--- src/rtl/uart_io_master.sv ---
// UART-driven I/O bus initiator: decodes 'W' (57) / 'R' (52) frames from a byte receiver and replays them on the j1b I/O bus.
// Optional inter-byte frame timeout is enabled by defining UART_IO_MASTER_TIMEOUT_EN.
module uart_io_master #(
    parameter logic [7:0]  ACK_BYTE       = 8'h06,
    parameter int unsigned TIMEOUT_CYCLES = 2500000
) (
    input  logic        clk,
    input  logic        resetq,
    input  logic        rx_valid,
    input  logic [7:0]  rx_data,
    output logic        rx_rd,
    input  logic        tx_busy,
    output logic        tx_wr,
    output logic [7:0]  tx_data,
    output logic        io_req,
    input  logic        io_gnt,
    output logic        io_rd,
    output logic        io_wr,
    output logic [15:0] io_addr,
    output logic [31:0] io_dout,
    input  logic [31:0] io_din,
    output logic        active,
    output logic        frame_abort
);

    typedef enum logic [2:0] {
        IDLE,
        ADDR,
        DATA,
        REQ,
        STB,
        SAMPLE,
        ACK,
        TX
    } state_t;

    localparam logic [7:0] CMD_WR = 8'h57;
    localparam logic [7:0] CMD_RD = 8'h52;

    state_t      state_q, state_d;
    logic        wr_flag_q, wr_flag_d;
    logic [1:0]  byte_cnt_q, byte_cnt_d;
    logic [15:0] addr_q, addr_d;
    logic [31:0] dout_q, dout_d;
    logic        rx_rd_q, rx_rd_d;
    logic        rx_hold_q, rx_hold_d;
    logic        tx_wr_q, tx_wr_d;
    logic        tx_hold_q, tx_hold_d;
    logic [7:0]  tx_data_q, tx_data_d;
    logic [31:0] tx_buf_q, tx_buf_d;
    logic [2:0]  tx_cnt_q, tx_cnt_d;
    logic        io_req_q, io_req_d;
    logic        io_rd_q, io_rd_d;
    logic        io_wr_q, io_wr_d;
    logic        active_q, active_d;
    logic        frame_abort_q, frame_abort_d;

    logic        byte_state;
    logic        rx_take;
    logic        tx_state;
    logic        tx_go;
    logic [31:0] tx_src;
    logic [2:0]  tx_left;

`ifdef UART_IO_MASTER_TIMEOUT_EN
    localparam int unsigned TW = $clog2(TIMEOUT_CYCLES + 1);
    localparam logic [TW-1:0] TO_LAST = TW'(TIMEOUT_CYCLES - 1);
    logic [TW-1:0] to_cnt_q, to_cnt_d;
`else
    logic unused_timeout;
    assign unused_timeout = (TIMEOUT_CYCLES != 0);
`endif

    // rx_rd is registered, so both the rx_rd cycle and the one after it must ignore a stale rx_valid.
    assign byte_state = (state_q == IDLE) || (state_q == ADDR) || (state_q == DATA);
    assign rx_take    = byte_state && rx_valid && !rx_rd_q && !rx_hold_q;

    // SAMPLE and ACK feed the transmit path directly so the first byte can leave without an extra cycle.
    assign tx_state = (state_q == SAMPLE) || (state_q == ACK) || (state_q == TX);
    assign tx_go    = tx_state && !tx_busy && !tx_wr_q && !tx_hold_q;
    assign tx_src   = (state_q == SAMPLE) ? io_din :
                      (state_q == ACK)    ? {ACK_BYTE, 24'h000000} : tx_buf_q;
    assign tx_left  = (state_q == SAMPLE) ? 3'd4 :
                      (state_q == ACK)    ? 3'd1 : tx_cnt_q;

    always_comb begin
        state_d       = state_q;
        wr_flag_d     = wr_flag_q;
        byte_cnt_d    = byte_cnt_q;
        addr_d        = addr_q;
        dout_d        = dout_q;
        rx_rd_d       = rx_take;
        rx_hold_d     = rx_rd_q;
        tx_wr_d       = 1'b0;
        tx_hold_d     = tx_wr_q;
        tx_data_d     = tx_data_q;
        tx_buf_d      = tx_buf_q;
        tx_cnt_d      = tx_cnt_q;
        io_rd_d       = 1'b0;
        io_wr_d       = 1'b0;
        frame_abort_d = 1'b0;
`ifdef UART_IO_MASTER_TIMEOUT_EN
        to_cnt_d      = '0;
`endif

        case (state_q)
            IDLE: begin
                if (rx_take) begin
                    byte_cnt_d = 2'd0;
                    if (rx_data == CMD_WR) begin
                        wr_flag_d = 1'b1;
                        state_d   = ADDR;
                    end else if (rx_data == CMD_RD) begin
                        wr_flag_d = 1'b0;
                        state_d   = ADDR;
                    end
                end
            end
            ADDR: begin
                if (rx_take) begin
                    addr_d = {addr_q[7:0], rx_data};
                    if (byte_cnt_q == 2'd1) begin
                        byte_cnt_d = 2'd0;
                        state_d    = wr_flag_q ? DATA : REQ;
                    end else begin
                        byte_cnt_d = byte_cnt_q + 2'd1;
                    end
                end
            end
            DATA: begin
                if (rx_take) begin
                    dout_d = {dout_q[23:0], rx_data};
                    if (byte_cnt_q == 2'd3) begin
                        byte_cnt_d = 2'd0;
                        state_d    = REQ;
                    end else begin
                        byte_cnt_d = byte_cnt_q + 2'd1;
                    end
                end
            end
            REQ: begin
                if (io_gnt) begin
                    state_d = STB;
                    io_wr_d = wr_flag_q;
                    io_rd_d = !wr_flag_q;
                end
            end
            STB: begin
                state_d = wr_flag_q ? ACK : SAMPLE;
            end
            SAMPLE, ACK, TX: begin
                state_d  = TX;
                tx_buf_d = tx_src;
                tx_cnt_d = tx_left;
                if (tx_go) begin
                    tx_wr_d   = 1'b1;
                    tx_data_d = tx_src[31:24];
                    tx_buf_d  = {tx_src[23:0], 8'h00};
                    tx_cnt_d  = tx_left - 3'd1;
                    if (tx_left == 3'd1) begin
                        state_d = IDLE;
                    end
                end
            end
            default: begin
                state_d = IDLE;
            end
        endcase

`ifdef UART_IO_MASTER_TIMEOUT_EN
        // Idle time is measured only while a frame is being collected; any accepted byte restarts it.
        if ((state_q == ADDR || state_q == DATA) && !rx_take) begin
            if (to_cnt_q == TO_LAST) begin
                state_d       = IDLE;
                wr_flag_d     = 1'b0;
                byte_cnt_d    = 2'd0;
                addr_d        = '0;
                dout_d        = '0;
                frame_abort_d = 1'b1;
            end else begin
                to_cnt_d = to_cnt_q + 1'b1;
            end
        end
`endif

        io_req_d = (state_d == REQ) || (state_d == STB) || (state_d == SAMPLE);
        active_d = (state_d != IDLE);
    end

    always_ff @(posedge clk or negedge resetq) begin
        if (!resetq) begin
            state_q       <= IDLE;
            wr_flag_q     <= 1'b0;
            byte_cnt_q    <= 2'd0;
            addr_q        <= '0;
            dout_q        <= '0;
            rx_rd_q       <= 1'b0;
            rx_hold_q     <= 1'b0;
            tx_wr_q       <= 1'b0;
            tx_hold_q     <= 1'b0;
            tx_data_q     <= '0;
            tx_buf_q      <= '0;
            tx_cnt_q      <= 3'd0;
            io_req_q      <= 1'b0;
            io_rd_q       <= 1'b0;
            io_wr_q       <= 1'b0;
            active_q      <= 1'b0;
            frame_abort_q <= 1'b0;
`ifdef UART_IO_MASTER_TIMEOUT_EN
            to_cnt_q      <= '0;
`endif
        end else begin
            state_q       <= state_d;
            wr_flag_q     <= wr_flag_d;
            byte_cnt_q    <= byte_cnt_d;
            addr_q        <= addr_d;
            dout_q        <= dout_d;
            rx_rd_q       <= rx_rd_d;
            rx_hold_q     <= rx_hold_d;
            tx_wr_q       <= tx_wr_d;
            tx_hold_q     <= tx_hold_d;
            tx_data_q     <= tx_data_d;
            tx_buf_q      <= tx_buf_d;
            tx_cnt_q      <= tx_cnt_d;
            io_req_q      <= io_req_d;
            io_rd_q       <= io_rd_d;
            io_wr_q       <= io_wr_d;
            active_q      <= active_d;
            frame_abort_q <= frame_abort_d;
`ifdef UART_IO_MASTER_TIMEOUT_EN
            to_cnt_q      <= to_cnt_d;
`endif
        end
    end

    assign rx_rd       = rx_rd_q;
    assign tx_wr       = tx_wr_q;
    assign tx_data     = tx_data_q;
    assign io_req      = io_req_q;
    assign io_rd       = io_rd_q;
    assign io_wr       = io_wr_q;
    assign io_addr     = addr_q;
    assign io_dout     = dout_q;
    assign active      = active_q;
    assign frame_abort = frame_abort_q;

endmodule

--- config.mk ---
export PLATFORM = sky130hd
export DESIGN_NAME = uart_io_master
export DESIGN_NICKNAME = d
export VERILOG_FILES = /design/src/rtl/uart_io_master.sv
export SDC_FILE = /design/constraint.sdc
export NUM_CORES = 1
export LEC_CHECK = 0
export ABC_CLOCK_PERIOD_IN_PS = 4780
export BUFFER_PORTS_ARGS = -buffer_cell sky130_fd_sc_hd__buf_2
export CORE_MARGIN = 5
export CORE_UTILIZATION = 59
export DETAILED_ROUTE_END_ITERATION = 8
export PLACE_DENSITY = 0.95
export SYNTH_ARGS = -nofsm -noshare
export SYNTH_HDL_FRONTEND = slang
export SYNTH_SLANG_ARGS = --single-unit
--- constraint.sdc ---
create_clock -name clk -period 4.78 [get_ports clk]
set_input_delay 0.956 -clock clk [delete_from_list [all_inputs] [get_ports clk]]
set_output_delay 0.956 -clock clk [all_outputs]
set_load 0.02 [all_outputs]
Word level (Yosys, flattened, before mapping) --
Cells that the tools add are included.
Storage, ports and cells: word-level logic and storage cells 97, bits in registers 105
Cells by class: add/subtract/negate cells 2, eq/ne operators 18, multiplexer cells 33, reductions and logical operators 28
Operator list (count):
- 32-bit 2-to-1 mux | 3
- 3-bit 2-to-1 mux | 13
- 3-bit equality test, second input constant | 6
- 3-bit one-hot mux with 6 select lines | 1
- 8-bit by 7-bit equality test with 1-bit output, second input constant | 2
- 2-bit 2-to-1 mux | 6
- 3-bit by 2-bit equality test with 1-bit output, second input constant | 3
- 1-bit 2-to-1 mux | 9
- 3-bit by 1-bit equality test with 1-bit output, second input constant | 2
- 1-bit logical AND | 6
- 1-bit zero test | 6
- 1-bit logical OR | 6
- 2-bit != test, second input constant | 3
- 2-bit one-hot mux with 3 select lines | 1
- 2-bit AND reduction | 3
- 3-bit nonzero test | 2
- 4-bit AND reduction | 1
- 3-bit zero test | 1
- 3-bit AND reduction | 1
- 3-bit OR reduction | 1
- 3-bit by 1-bit subtractor with 3-bit output, second input constant | 1
- 2-bit by 1-bit adder with 2-bit output, second input constant | 1
- 2-bit by 1-bit equality test with 1-bit output, second input constant | 1
- 2-bit equality test, second input constant | 1
- 2-bit nonzero test | 1

Logic depth before layout (Yosys ltp) --
depth in word-level cells 11, gate-level depth with buffers 10, mapped depth without buffers 7

Least setup slack after synthesis --
OpenSTA, ideal clock, no wires.
path type input port to flip-flop, start point in tx_busy, end point reg tx_buf_q[11], arrival time 1.966 ns, setup time 0.142 ns, required time 4.638 ns, stages on the path 5, path slack 2.671 ns, cells stage by stage or3_1 buf_2 nand2_1 clkbuf_1 o221ai_1
On the way: longest elaborated chain between the ends 5
Ends and longest elaborated chain:
- start, declared | line 12 | input logic tx_busy,
- 1-bit zero test | line 80 | assign tx_go = tx_state && !tx_busy && !tx_wr_q && !tx_hold_q;
- 1-bit logical AND (3 in series) | line 80
- 32-bit 2-to-1 mux | line 155 | if (tx_go) begin
- end signal, assigned | line 223 | tx_buf_q <= tx_buf_d;
- end, declared | line 50 | logic [31:0] tx_buf_q, tx_buf_d;
Every way passes these cells. A chain may end at the register's enable or synchronous reset.

Final worst setup path --
start point reg state_q[0], end point reg active_q, in the netlist active
On the way: longest elaborated chain between the ends 9, elaborated cells between the ends (all ways) 34
Ends and longest elaborated chain:
- start, declared | line 40 | state_t state_q, state_d;
- start signal, assigned | line 213 | state_q <= state_d;
- branches (longest 7 deep; another with 3-bit equality test)
- 3-bit one-hot mux with 6 select lines (*) | line 106 | case (state_q)
- 3-bit nonzero test (*) | line 187 | active_d = (state_d != IDLE);
- via active_d | line 55 | logic active_q, active_d;
- end signal, assigned | line 228 | active_q <= active_d;
- end, declared | line 55
Mark *: on every way through the listed nets, which the timed path passes.

==> results.md <==
* Status: finished clean
* # H-tree levels at 3
* Main synth FF type: dfrtp_1
* Remaining global-route overflow at 0
* Post-Syn Area at 5080 sq um
* Total GRT Usage at 0.250
* Syn. warnings at 0
* ANT cells at 0
* Post-DRT Antenna Nets at 0
* Root buffer cell: clkbuf_8
* Max Buffers Root-to-Sink at 2
* Die height at 103 um
* Setup Fix Bufs, Post-CTS at 0
* Hold WC Path Type: flop to flop
* Avg Cell Area, Syn at 11.8 sq um
* Net Count, Synth at 480
* Async set or reset register ratio after synthesis at 1.00
* F_max at 365 MHz
* CTS resizes at 0
* DIE WIDTH at between 100 and 150 um
* Post-DP HPWL at ~8800 um
* Global placer's final weighted congestion at between 0.8 and 0.9
* Routed len/inst at 20.1 um
* Core area at 8300 sq um
* Buffers on Ports at 106
* Unrepaired setup endpoints after global routing: false
* Finish-stage setup viols at 0
* Num CTS Buffers at 9
* Post-synth cell types at 53
* DR pass1 iterations at 5
* Register-to-register setup slack at 2.04 ns
* Post-synth EDFFs at 0
* Row cnt at 33
* CP Class: flop to flop
* Leak at 2.82 nW
* Worst Path Required at between 5 and 6 ns
* DR vias at 4006
* FF+latch count, synth at 105
* Global-route wire length before repair at 20600 um
* Clk slew on worst S/H paths at 0.09 ns
* # fillers at 576
* Vias in the first global route at 4087
* Pwr Total at 4.12 mW
* Period utilisation layout at 0.573
* Drt total wl at approximately 13000 um
* Worst-path maximum fanout at 26
* Vias per inst at 6.40
* Starting Density at 0.612
* Minimum clock period at 2.74 ns
* Final Hold Fails at 0
* CP Launch Type: flop
* Max Clock Skew at 0.0102 ns
* Clock sinks at roughly 110
* Antenna violations before repair at 0
* Cells after Synth at 430
* Number of hold buffers added after cts at 0
* Area Overhead vs Synth at 13.8%
* Rel. slew slack at 0.274
* Total Neg Setup Slack at 0 ns
* TritonCTS clock tree: built
* Detailed Route Iter0 Violations at around 540
* Critical Path Sink Type: flop
* Die area at 10600 sq um
* Max Cap Viol at 0
* Max VDD drop at 0.000329 V
* Slew @ Worst Pin at ~1.1 ns
* Final net count at 567
* Worst skew pair latency at between 0.3 and 0.4 ns
* Largest net degree at the start of global routing at 69
* Seq/Total Area, Yosys at 0.517
* Critical Path AT at 3.03 ns
* Final Max Tran Viols at 0
* Top-Level Pins at roughly 110
* Layout cells sized above 1 at 0.345
* Drt drc at 0
* Pwr per Cell Area at about 710 nW/um^2
## cells in the final DEF (no fill, tap or decap), types with 2 or more instances in the layout
cell type    n
ha_1         5
or3_1        4
a21oi_1     16
nor2b_1      2
o221ai_1    15
buf_2      105
o311ai_0     2
a221oi_1     8
nand2_1     43
o22ai_1      4
clkbuf_8    10
a221o_1      8
nand2b_1     4
a21o_1       3
mux2_4      30
nand3_1      7
buf_4        5
o21a_1       2
and2_1       3
a22o_1       3
nor2_1      17
mux2_2      15
mux2_1       3
a2bb2oi_1    3
bufinv_16    2
o221a_2      3
o21ai_0     19
and3b_1      2
a22oi_1     36
inv_1        9
o211ai_1     4
dfrtp_1    105
## critical path, stage by stage, from the launching register on
cell and delay [ns]:
dfrtp_1 0.72, nor2b_1 0.30, o21ai_4 0.65, nand2_1 0.18, ha_1 0.26, a211oi_1 0.20, and3b_1 0.25, nand4_1 0.10
## layout make-up
type	instances	area, sq um	share of cell area
Timing Repair Buffer	110	563	0.0974
Clock buffer	11	141	0.0244
Inverter	10	37.5	0.00649
Multi-Input combinational cell	281	2210	0.381
Tap cell	105	131	0.0227
Sequential cell	105	2630	0.454
Clock inverter	4	76.3	0.0132
## cells by family after synthesis
group | share of synthesized area
xor gates and xnor gates | 0.00172
and+or+nand+nor | 0.0933
other | 0.000738
buffers and inverters | 0.0485
muxes | 0.129
DFF | 0.517
adders and majority gates | 0.0123
AOI/OAI and AO/OA | 0.198
## flip-flops by register name (all words and copies together), names as in the netlist
register / count
tx_cnt_q: 3
rx_hold_q: 1
tx_wr: 1
tx_hold_q: 1
tx_buf_q: 32
io_rd: 1
io_wr: 1
io_addr: 16
state_q: 3
io_req: 1
wr_flag_q: 1
rx_rd: 1
io_dout: 32
active: 1
tx_data: 8
byte_cnt_q: 2
## cell usage after synthesis, types with 2 or more instances
master     number  share of area
a21o_1          3         0.0044
inv_1           9         0.0066
and3b_1         2         0.0034
o21a_1          2         0.0030
a22o_1          3         0.0052
a221o_1         8          0.016
and2_1          3         0.0037
o211ai_1        4         0.0059
buf_2          14          0.014
buf_4           5         0.0074
nor2b_1         2         0.0025
o221ai_1       15          0.026
buf_6           6          0.013
dfrtp_1       105           0.52
nor2_1         17          0.013
a22oi_1        36          0.053
mux2_1          3         0.0066
mux2_4         30          0.089
o311ai_0        2         0.0034
o221a_2         3         0.0066
nand3_1         7         0.0069
or3_1           4         0.0049
nand2_1        43          0.032
a221oi_1        8          0.014
mux2_2         15          0.033
o21ai_0        19          0.019
ha_1            5          0.012
o22ai_1         4         0.0049
clkbuf_1        9         0.0066
a21oi_1        16          0.016
nand2b_1        4         0.0049
a2bb2oi_1       3         0.0052
## metal layers
layer | global-route usage | up-vias | routed length, um
li1 | - | 1781 | -
met1 | 0.330 | 1980 | 4880
met2 | 0.409 | 207 | 6490
met3 | 0.0379 | 38 | 866
met4 | 0.114 | 0 | 363
met5 | 0 | - | 0
## power breakdown
part | total [mW] | switching (mW) | leakage (nW) | internal, mW
logic | 1.90 | 1.09 | 1.39 | 0.807
registers | 1.62 | 0.336 | 1.33 | 1.28
clock network | 0.601 | 0.293 | 0.106 | 0.309
total | 4.12 | 1.72 | 2.82 | 2.40
## final timing paths
kind                               endpoint  depth (start not counted)       start
worst max-delay path                 active                          7  state_q[0]
min in group asynchronous       io_addr[15]                          1      resetq
worst min-delay path              tx_hold_q                          0       tx_wr
max in group asynchronous        io_addr[1]                          2      resetq
worst max register to register       active                          7  state_q[0]
worst min register to register    tx_hold_q                          0       tx_wr
## through the flow
stage          worst slack (ns)  std cells  hold WS [ns]  instance area (sq um)  utilization
2_1_floorplan              2.67        430         0.466                   5080            -
3_3_place_gp               2.16        611         0.429                   5570        0.671
3_5_place_dp               2.04        611         0.440                   5570        0.671
4_1_cts                    2.08        626         0.455                   5780        0.697
5_1_grt                    1.87        626         0.494                   5780        0.697
6_report                   2.04        626         0.444                   5780        0.697
Power figures use the tool's default switching activity.
